==> src/rtl/frame_fill_pkg.sv <==
// Shared types, constants and the row-start helper for the frame fill engine.
package frame_fill_pkg;

    typedef enum logic [1:0] {
        IDLE = 2'd0,
        FILL = 2'd1,
        DONE = 2'd2
    } fill_state_t;

    localparam int DEF_HRES = 640;
    localparam int DEF_VRES = 480;
    localparam int ADDR_W   = 19;   // video RAM address width
    localparam int COORD_W  = 12;   // coordinate width, one bit wider than the inputs so sums never wrap

    // Address of the first pixel in row y. The 640 stride is built from two shifts
    // (512 + 128) so the common resolution needs no multiplier at all.
    function automatic logic [ADDR_W-1:0] row_start(input logic [COORD_W-1:0] y, input int hres);
        logic [ADDR_W-1:0] w_y;
        w_y = {{(ADDR_W-COORD_W){1'b0}}, y};
        if (hres == 640) begin
            return (w_y << 9) + (w_y << 7);
        end
        return w_y * ADDR_W'(hres);
    endfunction

endpackage

==> src/rtl/frame_addr_gen.sv <==
// Raster walker for the fill engine: x/y counters and a row-base accumulator.
// The current pixel address is row_base + x; moving to the next row adds one stride
// to row_base, so the only multiply happens once when a command is loaded.
module frame_addr_gen
    import frame_fill_pkg::*;
#(
    parameter int HRES = DEF_HRES
) (
    input  logic               clk,
    input  logic               reset_n,
    input  logic               i_load,        // capture a new clipped rectangle
    input  logic               i_advance,     // step to the next pixel in raster order
    input  logic [COORD_W-1:0] i_x0,
    input  logic [COORD_W-1:0] i_y0,
    input  logic [COORD_W-1:0] i_x_end,       // exclusive
    input  logic [COORD_W-1:0] i_y_end,       // exclusive
    output logic [ADDR_W-1:0]  o_first_addr,  // address of (i_x0, i_y0), from the inputs
    output logic [ADDR_W-1:0]  o_next_addr,   // address of the pixel after the current one
    output logic               o_last         // current pixel is the last of the rectangle
);

    localparam logic [ADDR_W-1:0] STRIDE = ADDR_W'(HRES);
    localparam int                PAD_W  = ADDR_W - COORD_W;

    logic [COORD_W-1:0] r_x;
    logic [COORD_W-1:0] r_y;
    logic [COORD_W-1:0] r_x0;
    logic [COORD_W-1:0] r_x_end;
    logic [COORD_W-1:0] r_y_end;
    logic [ADDR_W-1:0]  r_row_base;

    logic               w_row_end;

    assign w_row_end    = (r_x == r_x_end - 12'd1);
    assign o_last       = w_row_end && (r_y == r_y_end - 12'd1);
    assign o_first_addr = row_start(i_y0, HRES) + {{PAD_W{1'b0}}, i_x0};
    assign o_next_addr  = w_row_end ? (r_row_base + STRIDE + {{PAD_W{1'b0}}, r_x0})
                                    : (r_row_base + {{PAD_W{1'b0}}, r_x} + 19'd1);

    // Counter and accumulator update: load a rectangle, then walk it x-fastest.
    // NOTE: sequential state uses non-blocking assignments so every register samples pre-edge values.
    always_ff @(posedge clk or negedge reset_n) begin
        if (!reset_n) begin
            r_x        <= '0;
            r_y        <= '0;
            r_x0       <= '0;
            r_x_end    <= '0;
            r_y_end    <= '0;
            r_row_base <= '0;
        end else if (i_load) begin
            r_x        <= i_x0;
            r_y        <= i_y0;
            r_x0       <= i_x0;
            r_x_end    <= i_x_end;
            r_y_end    <= i_y_end;
            r_row_base <= row_start(i_y0, HRES);
        end else if (i_advance) begin
            if (w_row_end) begin
                r_x        <= r_x0;
                r_y        <= r_y + 12'd1;
                r_row_base <= r_row_base + STRIDE;
            end else begin
                r_x <= r_x + 12'd1;
            end
        end
    end

endmodule

==> src/rtl/frame_fill_engine.sv <==
// Rectangle fill engine: clips a command to the screen and writes one pixel per clock
// into the video RAM write port, then pulses done for one cycle.
module frame_fill_engine
    import frame_fill_pkg::*;
#(
    parameter int DW   = 9,
    parameter int HRES = DEF_HRES,
    parameter int VRES = DEF_VRES
) (
    input  logic              clk,
    input  logic              reset_n,
    input  logic              start,
    input  logic [10:0]       x0,
    input  logic [10:0]       y0,
    input  logic [10:0]       width,
    input  logic [10:0]       height,
    input  logic [DW-1:0]     color,
    output logic              busy,
    output logic              done,
    output logic [ADDR_W-1:0] addr_pix,
    output logic [DW-1:0]     wr_data_pix,
    output logic              write_pix
);

    localparam logic [COORD_W-1:0] HRES_C = COORD_W'(HRES);
    localparam logic [COORD_W-1:0] VRES_C = COORD_W'(VRES);

    fill_state_t        r_state;

    logic [COORD_W-1:0] w_x0;
    logic [COORD_W-1:0] w_y0;
    logic [COORD_W-1:0] w_x_sum;
    logic [COORD_W-1:0] w_y_sum;
    logic [COORD_W-1:0] w_x_end;
    logic [COORD_W-1:0] w_y_end;
    logic               w_empty;
    logic               w_load;
    logic               w_advance;
    logic [ADDR_W-1:0]  w_first_addr;
    logic [ADDR_W-1:0]  w_next_addr;
    logic               w_last;

    // Clip the requested rectangle against the screen and flag commands with nothing to draw.
    // NOTE: every output of this block gets a default first, so no path can infer a latch.
    always_comb begin
        w_x0    = {1'b0, x0};
        w_y0    = {1'b0, y0};
        w_x_sum = {1'b0, x0} + {1'b0, width};
        w_y_sum = {1'b0, y0} + {1'b0, height};
        w_x_end = w_x_sum;
        w_y_end = w_y_sum;
        if (w_x_sum > HRES_C) begin
            w_x_end = HRES_C;
        end
        if (w_y_sum > VRES_C) begin
            w_y_end = VRES_C;
        end
        w_empty = (w_x0 >= HRES_C) || (w_y0 >= VRES_C) || (width == '0) || (height == '0);
    end

    assign w_load    = (r_state == IDLE) && start && !w_empty;
    assign w_advance = (r_state == FILL) && !w_last;

    frame_addr_gen #(
        .HRES (HRES)
    ) u_addr_gen (
        .clk          (clk),
        .reset_n      (reset_n),
        .i_load       (w_load),
        .i_advance    (w_advance),
        .i_x0         (w_x0),
        .i_y0         (w_y0),
        .i_x_end      (w_x_end),
        .i_y_end      (w_y_end),
        .o_first_addr (w_first_addr),
        .o_next_addr  (w_next_addr),
        .o_last       (w_last)
    );

    // Command FSM with registered RAM-port and status outputs; the first pixel is
    // presented in the cycle right after start is accepted.
    always_ff @(posedge clk or negedge reset_n) begin
        if (!reset_n) begin
            r_state     <= IDLE;
            busy        <= 1'b0;
            done        <= 1'b0;
            write_pix   <= 1'b0;
            addr_pix    <= '0;
            wr_data_pix <= '0;
        end else begin
            unique case (r_state)
                IDLE: begin
                    if (start) begin
                        busy <= 1'b1;
                        if (w_empty) begin
                            r_state <= DONE;
                            done    <= 1'b1;
                        end else begin
                            r_state     <= FILL;
                            write_pix   <= 1'b1;
                            addr_pix    <= w_first_addr;
                            wr_data_pix <= color;
                        end
                    end
                end
                FILL: begin
                    if (w_last) begin
                        r_state   <= DONE;
                        write_pix <= 1'b0;
                        done      <= 1'b1;
                    end else begin
                        addr_pix <= w_next_addr;
                    end
                end
                DONE: begin
                    r_state <= IDLE;
                    done    <= 1'b0;
                    busy    <= 1'b0;
                end
                default: begin
                    r_state   <= IDLE;
                    busy      <= 1'b0;
                    done      <= 1'b0;
                    write_pix <= 1'b0;
                end
            endcase
        end
    end

endmodule
==> config.mk <==
export PLATFORM = sky130hd
export DESIGN_NAME = frame_fill_engine
export DESIGN_NICKNAME = d
export VERILOG_FILES = /design/src/rtl/frame_fill_pkg.sv /design/src/rtl/frame_addr_gen.sv /design/src/rtl/frame_fill_engine.sv
export SDC_FILE = /design/constraint.sdc
export NUM_CORES = 1
export LEC_CHECK = 0
export BUFFER_PORTS_ARGS = -buffer_cell sky130_fd_sc_hd__buf_4
export CORE_MARGIN = 3
export CORE_UTILIZATION = 25
export DETAILED_ROUTE_END_ITERATION = 7
export PLACE_DENSITY = 0.37
export REMOVE_ABC_BUFFERS = 1
export SLEW_MARGIN = 15
export SYNTH_ARGS = -nofsm -noshare
export SYNTH_HDL_FRONTEND = slang
export SYNTH_HIERARCHICAL = 1
export SYNTH_SLANG_ARGS = --single-unit
==> constraint.sdc <==
create_clock -name clk -period 10.06 [get_ports clk]
set_input_delay 1.006 -clock clk [delete_from_list [all_inputs] [get_ports clk]]
set_output_delay 1.006 -clock clk [all_outputs]
set_load 0.02 [all_outputs]
== Word level (Yosys, flattened, before mapping) ==
Cells that the tools add are included.
Cells by class
  $add $sub $neg: 12
  $mul: 1
  order comparisons: 4
  equal/unequal tests: 9
  multiplexer cells: 32
  bitwise operators: 3
  reductions and logical operators: 22
Operators by type and width (number)
  19-bit 2-to-1 mux: 8
  12-bit 2-to-1 mux: 8
  19-bit by 11-bit adder with 19-bit output: 2
  19-bit case mux with 2 select lines: 1
  11-bit by 11-bit adder with 12-bit output: 2
  12-bit by 1-bit adder with 12-bit output, second input constant: 2
  12-bit == test: 2
  12-bit by 1-bit subtractor with 12-bit output, second input constant: 2
  11-bit logical NOT: 2
  19-bit by 1-bit adder with 19-bit output, second input constant: 1
  19-bit by 10-bit adder with 19-bit output, second input constant: 1
  19-bit by 12-bit adder with 19-bit output: 1
  19-bit by 18-bit adder with 19-bit output: 1
  12-bit by 10-bit greater-than comparator with 1-bit output, second input constant: 1
  12-bit by 9-bit greater-than comparator with 1-bit output, second input constant: 1
  11-bit by 3-bit multiplier with 12-bit output, second input constant: 1
  11-bit by 10-bit >= comparator with 1-bit output, second input constant: 1
  11-bit by 9-bit >= comparator with 1-bit output, second input constant: 1
  2-bit != test, second input constant: 5
  1-bit 2-to-1 mux: 8
  4-bit AND reduction: 2
  2-bit 2-to-1 mux: 3
  2-bit AND reduction: 3
  3-bit AND reduction: 2
  other kinds (11): 22
Word-level totals
  register bits: 111
  bits of input ports: 56
  output and inout port bits: 31
  word-level logic and storage cells: 95

== Depth between registers and ports, before layout ==
  word-level depth: 9
  depth in mapped cells: 18
  mapped depth without buffers: 16

== Cells and area by module ==
Netlist, hierarchy kept.
Modules (own cells, without submodules)
  frame_addr_gen: instances 1, cells an instance 703, area an instance 5908.2 µm²
  frame_fill_engine: instances 1, cells an instance 304, area an instance 2915.3 µm²

== Worst setup path after synthesis ==
OpenSTA, ideal clock, no wires.
  kind: register -> register
  start point: reg u_addr_gen.r_x_end[0]
  end point: reg u_addr_gen.r_x[10]
  library setup time: 0.110 ns
  arrival time: 3.779 ns
  setup slack: 6.171 ns
  stages on the path, launching flop included: 16
  path through: dfrtp_1 -> or4_1 -> buf_2 -> nor4_1 -> nand2_1 -> a32o_2 -> nand3b_1 -> clkbuf_1 -> nor4_1 -> nor2b_1 -> clkbuf_1 -> inv_1 -> nand4bb_1 -> clkbuf_1 -> nor2_1 -> o41ai_1
On the way
  longest elaborated chain between the ends: 6
  elaborated cells on any way between the ends: 9
  classes of those cells: add/sub: 1; eq/ne: 1; mux: 3; reduce/logical: 4
RTL lines
  start: declaration: RTL line frame_addr_gen.sv:28  | logic [COORD_W-1:0] r_x_end;
  start signal: assignment: RTL line frame_addr_gen.sv:54  | r_x_end <= i_x_end;
  12-bit by 1-bit subtractor with 12-bit output: RTL line frame_addr_gen.sv:34  | assign w_row_end = (r_x == r_x_end - 12'd1);
  12-bit == test: RTL line frame_addr_gen.sv:34
  1-bit logical AND: RTL line frame_addr_gen.sv:35  | assign o_last = w_row_end && (r_y == r_y_end - 12'd1);
  named net w_last: RTL line frame_fill_engine.sv:41  | logic w_last;
  1-bit logical NOT: RTL line frame_fill_engine.sv:62  | assign w_advance = (r_state == FILL) && !w_last;
  1-bit logical AND: RTL line frame_fill_engine.sv:62
  named net w_advance: RTL line frame_fill_engine.sv:38  | logic w_advance;
  2-bit nonzero test (no line)
  end signal: assignment: RTL line frame_addr_gen.sv:51  | r_x <= i_x0;
  end signal: assignment: RTL line frame_addr_gen.sv:59  | r_x <= r_x0;
  end signal: assignment: RTL line frame_addr_gen.sv:63  | r_x <= r_x + 12'd1;
  end: declaration: RTL line frame_addr_gen.sv:25  | logic [COORD_W-1:0] r_x;
The timed path passes the listed nets, and every way through them passes these cells. The select of a mux whose other input is x is not followed.
A chain may end at the register's enable or synchronous reset.

== Worst setup path in the final report ==
  start point: reg u_addr_gen.r_x_end[0]
  end point: reg u_addr_gen.r_y[8]
On the way
  longest elaborated chain between the ends: 7
  elaborated cells on any way between the ends: 8
  classes of those cells: add/sub: 1; eq/ne: 1; reduce/logical: 6
RTL lines
  12-bit by 1-bit subtractor with 12-bit output: RTL line frame_addr_gen.sv:34
  12-bit == test: RTL line frame_addr_gen.sv:34
  1-bit logical AND: RTL line frame_addr_gen.sv:35
  named net w_last: RTL line frame_fill_engine.sv:41
  1-bit logical NOT: RTL line frame_fill_engine.sv:62
  1-bit logical AND: RTL line frame_fill_engine.sv:62
  named net w_advance: RTL line frame_fill_engine.sv:38
  2-bit nonzero test (no line)
  2-bit AND reduction (no line)
  end signal: assignment: RTL line frame_addr_gen.sv:52  | r_y <= i_y0;
  end signal: assignment: RTL line frame_addr_gen.sv:60  | r_y <= r_y + 12'd1;
  end: declaration: RTL line frame_addr_gen.sv:26  | logic [COORD_W-1:0] r_y;
The timed path passes the listed nets, and every way through them passes these cells.

==> results_dict.tcl <==
set metrics [dict create \
    maxSlewHeadroom_pct 34.9 \
    ir_drop_mv 0.0928 \
    clkTransAtPathRegs_ns 0.08 \
    crit_cells 16 \
    ctsResizeCount 0 \
    areaGrowthSynthToFinish_pct 16.0 \
    pre_cts_ws_ns 5.14 \
    synth_async_sr_flop_share_pct 100 \
    drt_iter0_drc 367 \
    placed_area_mm2 0.00990 \
    synth_edf_count 0 \
    drive_gt1_share_pct 18.6 \
    stdcell_area_mm2 0.0102 \
    grt_pass1_wl_um 42800 \
    root_buffer "clkbuf_16" \
    final_nets 1181 \
    cts_max_path_buffers 2 \
    maxSlewViolCount 0 \
    period_share_pct 49.0 \
    netlist_area_mm2 0.00882 \
    worst_pin_slew_ns 0.975 \
    antennaDiodeCount 0 \
    p_total_mw 2.31 \
    core-area_mm2 0.0346 \
    hpwlAfterDp_um 20600 \
    routed_wirelength_um 26800 \
    slowest_delay_ns 0.85 \
    fin_cells 1525 \
    final_cell_mix "105 x dfrtp_1, 93 x buf_4, 82 x nand2_1, 69 x o21ai_0, 69 x mux2_2" \
    post-route-util_pct 29.6 \
    port_buffers 86 \
    run_status "finished clean" \
    postSynthAreaPerCell_um2 8.76 \
    register_area_mm2 0.00263 \
    finalWorstSetupSlack_ns 5.13 \
    vias 7399 \
    num_rows 68 \
    nFillCells 3686 \
    viasPerCell 4.85 \
    cp_max_fo 31 \
    antenna_left 0 \
    hold_class "flop to flop" \
    io_pins 87 \
    ys_warn_count 6 \
    p_per_area_mw_per_mm2 226 \
    cp.arrival_ns 5.15 \
    multiInputGateArea_mm2 0.00583 \
    whs_ns 0.509 \
    cts_buffers 9 \
    synth_flop_cell "dfrtp_1" \
    grt_pass1_vias 7306 \
    antenna_found_initial 0 \
    drt_first_pass_iters 4 \
    grt_overflow 0 \
    cts_tree "yes" \
    cts_setup_buffers 0 \
    crit_type "flop to flop" \
    die_y_um 194 \
    final_common_cell "dfrtp_1" \
    start_util_pct 25.5 \
    synth_seq_cells 105 \
    die_w_um 194 \
    fin_crit_ns 4.93 \
    seq_area_frac_synth_pct 29.8 \
    place_inst 1510 \
    critical_path.cell_chain "inv_1 > ha_1 > nor3b_2 > o211ai_1 > a21oi_1 > a32o_2 > nand3b_1 > buf_4 > nor4_1 > nor2b_1 > buf_4 > inv_1 > nand4bb_1 > nor4_1 > xnor2_1 > o21ai_0" \
    crit_slowest_cell "nand4bb_1" \
    grtUsageTotal_pct 14.3 \
    drc 0 \
    skew_ns 0.0132 \
    critical-path-top-delay-family "simple AND/OR/NAND/NOR gates" \
    gp_congestion 0.792 \
    synthDistinctLibCells 76 \
    avgRoutedWirePerCell_um 17.6 \
    fmax_ghz 0.203 \
    cap_violations 0 \
    cts_hold_buffers 0 \
    holdPathStages 1 \
    critPathLaunchType "flop" \
    rr_worst_depth 16 \
    worstSetupEndpointType "flop" \
    path_buf_inv 4 \
    tns_ns 0 \
    rsz0062_at_grt "false" \
    p_leak_nw 4.26 \
    grt_max_degree 58 \
    crit_required_ns 10.28 \
    hold_viol 0 \
    htree_num_levels 3 \
    setup-violations-final 0 \
    synthesis.instances 1007 \
    die_area_mm2 0.0376 \
    clk_latency_ns 0.37 \
    cts_sinks 105 \
]
synth_stat cells (all sizes together), types with 5 or more instances:
master / instances / share of area (%)
buf: 17 / 1.1
nor2: 60 / 2.6
mux2: 69 / 8.8
a21oi: 48 / 2.7
nand2: 82 / 3.5
nand3: 29 / 1.6
nor3b: 12 / 1.1
and2: 7 / 0.50
a21o: 16 / 1.4
xnor2: 64 / 6.4
nor2b: 20 / 1.4
a22oi: 5 / 0.43
nor4: 16 / 1.2
inv: 48 / 2.0
nor3: 31 / 1.8
or3: 5 / 0.35
ha: 55 / 7.8
a31oi: 12 / 0.85
and3: 12 / 0.85
dfrtp: 105 / 30
clkbuf: 36 / 1.5
nand2b: 12 / 0.85
o211ai: 5 / 0.43
or2: 6 / 0.43
o21a: 8 / 0.68
o21ai: 72 / 4.1
xor2: 38 / 3.8
nand4: 11 / 0.95
o221ai: 6 / 0.60
a211oi: 10 / 0.91
or4: 8 / 0.68
mux2i: 11 / 1.2
flip-flops by register name, summed over array words and instances (netlist names):
name / cells
addr_pix: 19
busy: 1
done: 1
r_state: 2
u_addr_gen/r_row_base: 12
u_addr_gen/r_x: 12
u_addr_gen/r_x0: 12
u_addr_gen/r_x_end: 12
u_addr_gen/r_y: 12
u_addr_gen/r_y_end: 12
wr_data_pix: 9
write_pix: 1
where the power goes:
| part | switching (mW) | total, mW | internal [mW] |
|---|---|---|---|
| sequential | 0.181 | 0.747 | 0.566 |
| combinational | 0.607 | 1.15 | 0.539 |
| clock | 0.175 | 0.418 | 0.243 |
path summary, 6_finish.rpt:
check,start,end,slack [ns]
min in group asynchronous,reset_n,addr_pix[13],0.68
setup / recovery,u_addr_gen/r_x_end[0],u_addr_gen/r_y[8],5.13
hold reg to reg,addr_pix[8],addr_pix[8],0.51
hold / removal,addr_pix[8],addr_pix[8],0.51
setup reg to reg,u_addr_gen/r_x_end[0],u_addr_gen/r_y[8],5.13
max in group asynchronous,reset_n,u_addr_gen/r_row_base[16],8.12
logic make-up after synthesis:
logic type | Yosys count | share of synthesized area, %
simple gates | 322 | 19.0
compound gates | 235 | 17.5
flops | 105 | 29.8
xor+xnor | 102 | 10.1
buf+inv | 101 | 4.65
mux | 80 | 10.1
fa+ha+maj | 60 | 8.82
other cells | 2 | 0.0851
worst reg2reg max path: stages (launching register included):
cell and delay, ns:
dfrtp_1 0.43, inv_1 0.09, ha_1 0.24, nor3b_2 0.45
o211ai_1 0.16, a21oi_1 0.16, a32o_2 0.24, nand3b_1 0.12
buf_4 0.35, nor4_1 0.19, nor2b_1 0.14, buf_4 0.27
inv_1 0.30, nand4bb_1 0.85, nor4_1 0.55, xnor2_1 0.16
o21ai_0 0.08
layer usage:
metal	track usage, %	share of wire (%)	wire, um	up-vias
met2	22.6	44	11900	97
li1	-	-	-	3750
met5	0	0	0	-
met1	20.9	52	13900	3540
met4	2.74	1.0	272	0
met3	2.22	2.8	761	12
layout make-up:
type / instances / share of cell area (%)
Clock buffer: 10 / 2.24
Clock inverter: 5 / 1.01
Inverter: 48 / 1.76
Multi-Input combinational cell: 809 / 56.9
Sequential cell: 105 / 25.7
Tap cell: 455 / 5.56
Timing Repair Buffer: 93 / 6.82
Power figures use the tool's default switching activity.
